`src/rtl/link_latency_monitor.sv`:
```
// Link latency monitor: counter/IDLE pattern generator plus loopback checker.
// Measures tx-to-rx latency in cycles and flags alignment and K-code faults.
module link_latency_monitor #(
  parameter int unsigned g_BYTES               = 2,
  parameter logic [7:0]  g_COMMA               = 8'hBC,
  parameter logic [7:0]  g_FILL                = 8'h95,
  parameter int unsigned g_IDLE_PERIOD         = 193,
  parameter int unsigned g_BLIND_PERIOD        = 10,
  parameter int unsigned g_NUM_SUCCESSFUL_DATA = 1000,
  parameter int unsigned g_MAX_LATENCY         = 64
) (
  input  logic                   usrclk_i,
  input  logic                   rst_i,
  input  logic                   enable_i,
  input  logic                   clear_i,
  output logic [8*g_BYTES-1:0]   tx_data_o,
  output logic [g_BYTES-1:0]     tx_k_o,
  input  logic [8*g_BYTES-1:0]   rx_data_i,
  input  logic [g_BYTES-1:0]     rx_k_i,
  output logic                   rx_realign_o,
  input  logic                   rx_aligned_i,
  output logic                   pass_o,
  output logic                   fail_o,
  output logic [1:0]             fail_code_o,
  output logic [15:0]            latency_min_o,
  output logic [15:0]            latency_max_o,
  output logic [31:0]            good_cnt_o
);

  localparam int W  = 8 * g_BYTES;
  localparam int PW =
    (g_IDLE_PERIOD > 1) ? $clog2(g_IDLE_PERIOD) : 1;
  localparam int BW =
    (g_BLIND_PERIOD > 1) ? $clog2(g_BLIND_PERIOD) : 1;

  localparam logic [PW-1:0] PER_LAST =
    PW'(g_IDLE_PERIOD - 1);
  localparam logic [BW-1:0] BLIND_LAST =
    BW'(g_BLIND_PERIOD - 1);
  localparam logic [W-1:0] IDLE_WORD =
    {g_COMMA, {(g_BYTES-1){g_FILL}}};
  localparam logic [g_BYTES-1:0] IDLE_K =
    {1'b1, {(g_BYTES-1){1'b0}}};
  localparam logic [W-1:0]  MAX_LAT  = W'(g_MAX_LATENCY);
  localparam logic [31:0]   PASS_CNT = 32'(g_NUM_SUCCESSFUL_DATA);

  typedef enum logic [2:0] {
    S_OFF,
    S_REALIGN,
    S_BLIND,
    S_WAIT_COMMA,
    S_CHECK,
    S_PASS,
    S_FAIL
  } state_t;

  state_t          state;
  state_t          state_n;
  logic [W-1:0]    cnt;
  logic [PW-1:0]   per;
  logic [BW-1:0]   blind;
  logic [BW-1:0]   blind_n;
  logic [31:0]     good_n;
  logic [15:0]     min_n;
  logic [15:0]     max_n;
  logic [1:0]      code_n;
  logic [W-1:0]    lat;
  logic            idle_ok;
  logic            comma_lo;
  logic            k_bad;
  logic            tracking;

  // Generator runs regardless of the checker state.
  always_ff @(posedge usrclk_i) begin
    if (rst_i) begin
      cnt       <= '0;
      per       <= '0;
      tx_data_o <= '0;
      tx_k_o    <= '0;
    end else begin
      cnt <= cnt + W'(1);
      per <= (per == PER_LAST) ? '0 : per + PW'(1);
      if (per == '0) begin
        tx_k_o    <= IDLE_K;
        tx_data_o <= IDLE_WORD;
      end else begin
        tx_k_o    <= '0;
        tx_data_o <= cnt;
      end
    end
  end

  always_comb begin
    state_n  = state;
    blind_n  = blind;
    good_n   = good_cnt_o;
    min_n    = latency_min_o;
    max_n    = latency_max_o;
    code_n   = fail_code_o;
    lat      = tx_data_o - rx_data_i;
    idle_ok  = (rx_k_i == IDLE_K) && (rx_data_i == IDLE_WORD);
    k_bad    = (rx_k_i != '0) && !idle_ok;
    comma_lo = 1'b0;
    for (int i = 0; i < int'(g_BYTES) - 1; i++) begin
      if (rx_k_i[i] && rx_data_i[8*i +: 8] == g_COMMA)
        comma_lo = 1'b1;
    end
    tracking = (state == S_BLIND) || (state == S_WAIT_COMMA) ||
               (state == S_CHECK) || (state == S_PASS);

    if (clear_i) begin
      state_n = S_OFF;
      blind_n = '0;
      good_n  = '0;
      min_n   = 16'hFFFF;
      max_n   = '0;
      code_n  = 2'd0;
    end else if (state != S_FAIL) begin
      if (!enable_i) begin
        state_n = S_OFF;
      end else if (tracking && !rx_aligned_i) begin
        state_n = S_REALIGN;
        blind_n = '0;
        good_n  = '0;
      end else begin
        unique case (state)
          S_OFF: state_n = S_REALIGN;
          S_REALIGN: begin
            if (rx_aligned_i) begin
              state_n = S_BLIND;
              blind_n = '0;
            end
          end
          S_BLIND: begin
            if (blind == BLIND_LAST) begin
              state_n = S_WAIT_COMMA;
              blind_n = '0;
            end else begin
              blind_n = blind + BW'(1);
            end
          end
          S_WAIT_COMMA, S_CHECK, S_PASS: begin
            if (k_bad) begin
              state_n = S_FAIL;
              code_n  = comma_lo ? 2'd1 : 2'd2;
            end else if (state == S_WAIT_COMMA) begin
              if (idle_ok) state_n = S_CHECK;
            end else if (rx_k_i == '0 && tx_k_o == '0) begin
              if (lat > MAX_LAT) begin
                state_n = S_FAIL;
                code_n  = 2'd3;
              end else begin
                if (lat[15:0] < latency_min_o) min_n = lat[15:0];
                if (lat[15:0] > latency_max_o) max_n = lat[15:0];
                if (good_cnt_o != '1) good_n = good_cnt_o + 32'd1;
                if (state == S_CHECK && good_n >= PASS_CNT)
                  state_n = S_PASS;
              end
            end
          end
          default: state_n = S_OFF;
        endcase
      end
    end
  end

  always_ff @(posedge usrclk_i) begin
    if (rst_i) begin
      state         <= S_OFF;
      blind         <= '0;
      rx_realign_o  <= 1'b0;
      pass_o        <= 1'b0;
      fail_o        <= 1'b0;
      fail_code_o   <= 2'd0;
      latency_min_o <= 16'hFFFF;
      latency_max_o <= '0;
      good_cnt_o    <= '0;
    end else begin
      state         <= state_n;
      blind         <= blind_n;
      rx_realign_o  <= (state_n == S_REALIGN);
      pass_o        <= (state_n == S_PASS);
      fail_o        <= (state_n == S_FAIL);
      fail_code_o   <= code_n;
      latency_min_o <= min_n;
      latency_max_o <= max_n;
      good_cnt_o    <= good_n;
    end
  end

endmodule
```
`config.mk`:
```
export PLATFORM = sky130hd
export DESIGN_NAME = link_latency_monitor
export DESIGN_NICKNAME = d
export VERILOG_FILES = /design/src/rtl/link_latency_monitor.sv
export SDC_FILE = /design/constraint.sdc
export NUM_CORES = 1
export LEC_CHECK = 0
export CORE_MARGIN = 2
export CORE_UTILIZATION = 55
export DETAILED_ROUTE_END_ITERATION = 8
export PLACE_DENSITY_LB_ADDON = 0.08
export SYNTH_ARGS = -nofsm -noshare
export SYNTH_HDL_FRONTEND = slang
export SYNTH_SLANG_ARGS = --single-unit
export TNS_END_PERCENT = 10
```
`constraint.sdc`:
```
create_clock -name usrclk_i -period 5 [get_ports usrclk_i]
set_input_delay 1 -clock usrclk_i [delete_from_list [all_inputs] [get_ports usrclk_i]]
set_output_delay 1 -clock usrclk_i [all_outputs]
set_load 0.01 [all_outputs]
```
======== Word-level counts from Yosys, hierarchy flattened ========
Cells that the tools add are included.
W data, S select, Z words.
word-level totals
  bits in registers ....................... 118
  output and inout bits ................... 87
  logic and storage cells ................. 118
operators by class
  add/sub/neg operators ................... 5
  order comparisons ....................... 4
  equal/unequal tests ..................... 20
  mux-type cells .......................... 41
  bitwise logic cells ..................... 4
  reduce and logical (&&, ||, !) cells .... 30
operators by type and width
  kind                     number
  $mux W32                 16
  $mux W3                  12
  $add A32 B1 Y32 const B  1
  $ge A32 B10 Y1 const B   1
  $ne A32 B32 Y1 const B   1
  $reduce_and A9 Y1        2
  $add A16 B1 Y16 const B  1
  $eq A16 B16 Y1 const B   1
  $eq A8 B8 Y1 const B     2
  $gt A16 B16 Y1           1
  $gt A16 B7 Y1 const B    1
  $lt A16 B16 Y1           1
  $mux W16                 1
  $sub A16 B16 Y16         1
  $reduce_and A7 Y1        2
  $eq A3 B3 Y1 const B     4
  $mux W2                  6
  $mux W4                  3
  $pmux W3 S4              1
  $reduce_bool A2 Y1       5
  $add A8 B1 Y8 const B    1
  $logic_not A8 Y1         1
  $pmux W4 S2              1
  $eq A3 B1 Y1 const B     2
  18 further kinds         36

======== Logic depth before layout (Yosys ltp) ========
  word-level depth ........................ 24
  depth in mapped cells ................... 20
  depth with buffers taken out ............ 19

======== Worst setup path after synthesis ========
OpenSTA, ideal clock, no wires.
  path type ............................... input-to-reg
  start point ............................. input port rx_data_i[0]
  end point ............................... register good_cnt_o[12]
  data arrival time ....................... 4.294 ns
  data required time ...................... 4.881 ns
  path slack .............................. 0.587 ns
  stages .................................. 14
  path buffers ............................ 1
  cell sequence ........................... ha_1 > inv_1 > fa_1 > a211o_1 > a21o_1 > a311o_1 > o41a_1 > or4_4 > nor3_4 > nand4b_4 > a211oi_4 > buf_6 > nand4_1 > mux2i_1
between the ends
  elaborated cells between the ends (all ways) .. 9
RTL lines
  what                         RTL line  text
  from (decl)                  18        input logic [8*g_BYTES-1:0] rx_data_i,
  $sub A16 B16 Y16             100       lat = tx_data_o - rx_data_i;
  net lat[6]                   67        logic [W-1:0] lat;
  $gt A16 B7 Y1                149       if (lat > MAX_LAT) begin
  $ne A2 B2 Y1 (no line)       n/a
  $reduce_and A7 Y1 (no line)  n/a
  to (signal assigned)         187       good_cnt_o <= good_n;
  to (decl)                    27        output logic [31:0] good_cnt_o
The timed path passes the listed nets, and every way through them passes these cells.
A chain may end at the register's enable or synchronous reset.

======== Worst setup path after layout ========
  start point ............................. input port rx_data_i[0]
  end point ............................... register good_cnt_o[14]
The elaborated chain is that of the path after synthesis.

==> metrics.txt <==
Yosys reg bits=117; largest cells by area after synthesis=dfxtp_1, ha_1, nor2_1, nand2_1, inv_1; drt wl/cell=15.3 um; Worst Hold Path Cells=2; Setup violations, final=0; EDFF count, synth=0; Die Height=120 um; Die Footprint=0.0144 mm2; P_int=1940 uW; post-synthesis cell area=between 0.007 and 0.008 mm2; R2R depth=16; Cells after Synth=934; area leader, netlist=dfxtp_1; Core Rows=42; num ports=110; CP required=5.31 ns; final instance area=0.00960 mm2; # hold bufs at CTS=0; Leak=0.00425 uW; Setup Buffers After CTS=0; initial antenna violation count=0; CTS tree=built; pin count of the biggest net entering global routing=33; Worst Max-Slew Pin Slew=0.724 ns; routability cong.=0.909; Core ar.=0.0132 mm2; Startpoint Class=input port; Post-Syn Nets=1010; Die W=120 um; pwr/cell area=275 mW/mm2; Hold/Removal Path Class=reg2reg; predominant post-synthesis flop cell=dfxtp_1; CTS Buf Count=17; I/O Buffers=108; placed cell area=0.00896 mm2; Detail Route Antenna Nets=0; Comb power frac=around 16%; GRT overflow=0; CP Max Fanout=17; Tmin final=4.82 ns; Final WS setup=0.180 ns; critical path class=in2reg; Final period util=between 90% and 100%; Initial Util=56.3%; H-Tree Depth=4; Worst-Skew Late Latency=approximately 0.4 ns; share of cells above drive strength 1=9.52%; Max transition margin=51.6%; Post-route DRC=0; Yosys cell types=73; share of flip-flops with an asynchronous set or reset=0%; switching share of total power=26.4%; pre-CTS WS=-0.146 ns; Clock transition at path regs=0.06 ns; f_max=0.207 GHz; clock power share=47.4%; reg-to-reg endpoint=good_cnt_o[14]; post-synthesis sequential area ratio=31.5%; Worst Hold End=latency_min_o[15]; Clock Tree Root=clkbuf_16; final hold vios=0; clock buffer depth=2; clock sink count=117; sw power=695 uW; Tot GR Track Use=between 20% and 30%; vias in the first global route=6498; via count=roughly 7200; Max-cap violations=0; CP arrival=around 5.1 ns; status=finished, final reports clean; reg2reg start=tx_data_o[0]; maximum vdd drop=0.000262 V; first-pass GRT wire length=31500 um; Worst setup EP type=flop; reg2reg setup slack=0.89 ns; Initial DRC Count=662; vias per inst=5.69; Warnings, synthesis=0; nets=1145; register share of total power=36.5%; first-pass iteration count of the detailed router=5; area delta synth->final=29.2%; final wirelength=roughly 19000 um; Mean Syn Cell Area=7.95 um2; Max Slew Vio Count=0; Synth top area share=31.5%; Final HPWL DP=14200 um; ANT cells=0; worst hold start=latency_min_o[15]; clock skew=just under 0.006 ns; PostCTS Resize Cnt=0
[final cells by class]
| class | instances | area, um2 |
|---|---|---|
| Clock buffer | 18 | 439 |
| Clock inverter | 14 | 178 |
| Inverter | 72 | 270 |
| Tap cell | 176 | 220 |
| Fill cell | 1045 | 3590 |
| Multi-Input combinational cell | 705 | 4650 |
| Sequential cell | 117 | 2340 |
| Timing Repair Buffer | 156 | 1490 |
[cells in the final DEF (no fill, tap or decap), drive strengths merged, types with 7 or more instances in the layout]
| cell | n |
|---|---|
| nand2 | 81 |
| inv | 73 |
| or3 | 14 |
| nor2 | 98 |
| xnor2 | 25 |
| a211oi | 11 |
| clkbuf | 18 |
| a31o | 7 |
| clkdlybuf4s50 | 108 |
| nand2b | 13 |
| nor4 | 11 |
| mux2i | 23 |
| a21oi | 48 |
| dfxtp | 117 |
| a31oi | 7 |
| nor2b | 9 |
| xor2 | 20 |
| nor3 | 19 |
| and2 | 20 |
| o21a | 10 |
| nand3 | 41 |
| a21o | 25 |
| nand4 | 24 |
| o21ai | 32 |
| buf | 48 |
| and3 | 30 |
| ha | 52 |
[worst max path at each step]
stage | start | endpoint | slack, ns
final | rx_data_i[0] | good_cnt_o[14] | 0.18
after global routing | rx_data_i[0] | latency_max_o[3] | -0.02
after CTS | rx_data_i[0] | latency_min_o[3] | 0.24
after detailed placement | rx_data_i[0] | latency_max_o[6] | -0.15
after global placement | rx_data_i[0] | latency_max_o[4] | -0.07
after floorplan | rx_data_i[0] | good_cnt_o[12] | 0.59
[synthesized netlist by cell type (all sizes together), types with 6 or more instances]
| library cell | instances |
|---|---|
| nor4 | 11 |
| ha | 52 |
| buf | 7 |
| mux2i | 23 |
| a31o | 7 |
| nand2 | 81 |
| nand2b | 13 |
| nand4 | 24 |
| o21a | 10 |
| or2 | 6 |
| nor2b | 9 |
| o31ai | 6 |
| clkbuf | 33 |
| dfxtp | 117 |
| xnor2 | 25 |
| a21o | 25 |
| inv | 71 |
| o211ai | 6 |
| a211o | 6 |
| nor3 | 19 |
| a31oi | 7 |
| nand3 | 41 |
| a21oi | 48 |
| xor2 | 20 |
| a211oi | 11 |
| and2 | 20 |
| o21ai | 32 |
| and3 | 30 |
| or3 | 14 |
| nor2 | 98 |
[power groups by stage]
stage                     logic, uW  clock network (uW)  registers (uW)
final                           427                1250             962
after global routing            473                1320             963
after CTS                       420                1270             962
after detailed placement        415                   0             981
after global placement          407                   0             981
after floorplan                 249                   0             982
[through the flow]
step	TNS [ns]	utilization, %	power [uW]	hold slack [ns]	cells
floorplan	0	-	1230	0.441	934
CTS	0	72.6	2650	0.462	1258
global placement	-0.778	67.9	1390	0.446	1226
global route	-0.0685	72.7	2750	0.477	1258
finish	0	72.7	2640	0.460	1258
detailed placement	-3.60	67.9	1400	0.451	1226
[sequential cells by signal, summed over array words and instances (netlist names), 2 cells and up]
name           count
latency_min_o     16
blind              4
cnt               16
good_cnt_o        32
per                8
tx_data_o         16
fail_code_o        2
state              3
latency_max_o     16
[cell families (layout without fill, tap and decap cells)]
family	count (synthesis)	count (layout)	synth area share, %
buf+inv	112	260	6.01
other cells	1	1	0.0505
fa+ha+maj	53	53	9.03
flops	117	117	31.5
mux	24	24	3.25
compound gates	200	200	18.7
simple gates	382	382	26.1
xor+xnor	45	45	5.31
[critical path, stage by stage]
cell             delay [ns]
clkdlybuf4s50_1        0.50
ha_1                   0.17
inv_1                  0.06
fa_1                   0.41
a211o_1                0.35
a21o_1                 0.21
buf_4                  0.15
nor4_1                 0.31
nor3_2                 0.13
or4_4                  0.59
nor3_4                 0.22
nand4b_4               0.18
a211oi_4               0.36
buf_12                 0.18
a41oi_1                0.12
o21a_1                 0.19
[routing by layer]
metal  part of all wire (%)  GRT usage (%)  vias to the layer above
met5                      0              0                        -
met4                    1.0           7.28                        0
met3                    6.3           4.95                       21
met2                     45           41.6                      242
met1                     48           38.3                     3299
li1                       -              -                     3593
No activity file was read; power rests on OpenSTA's default activity.
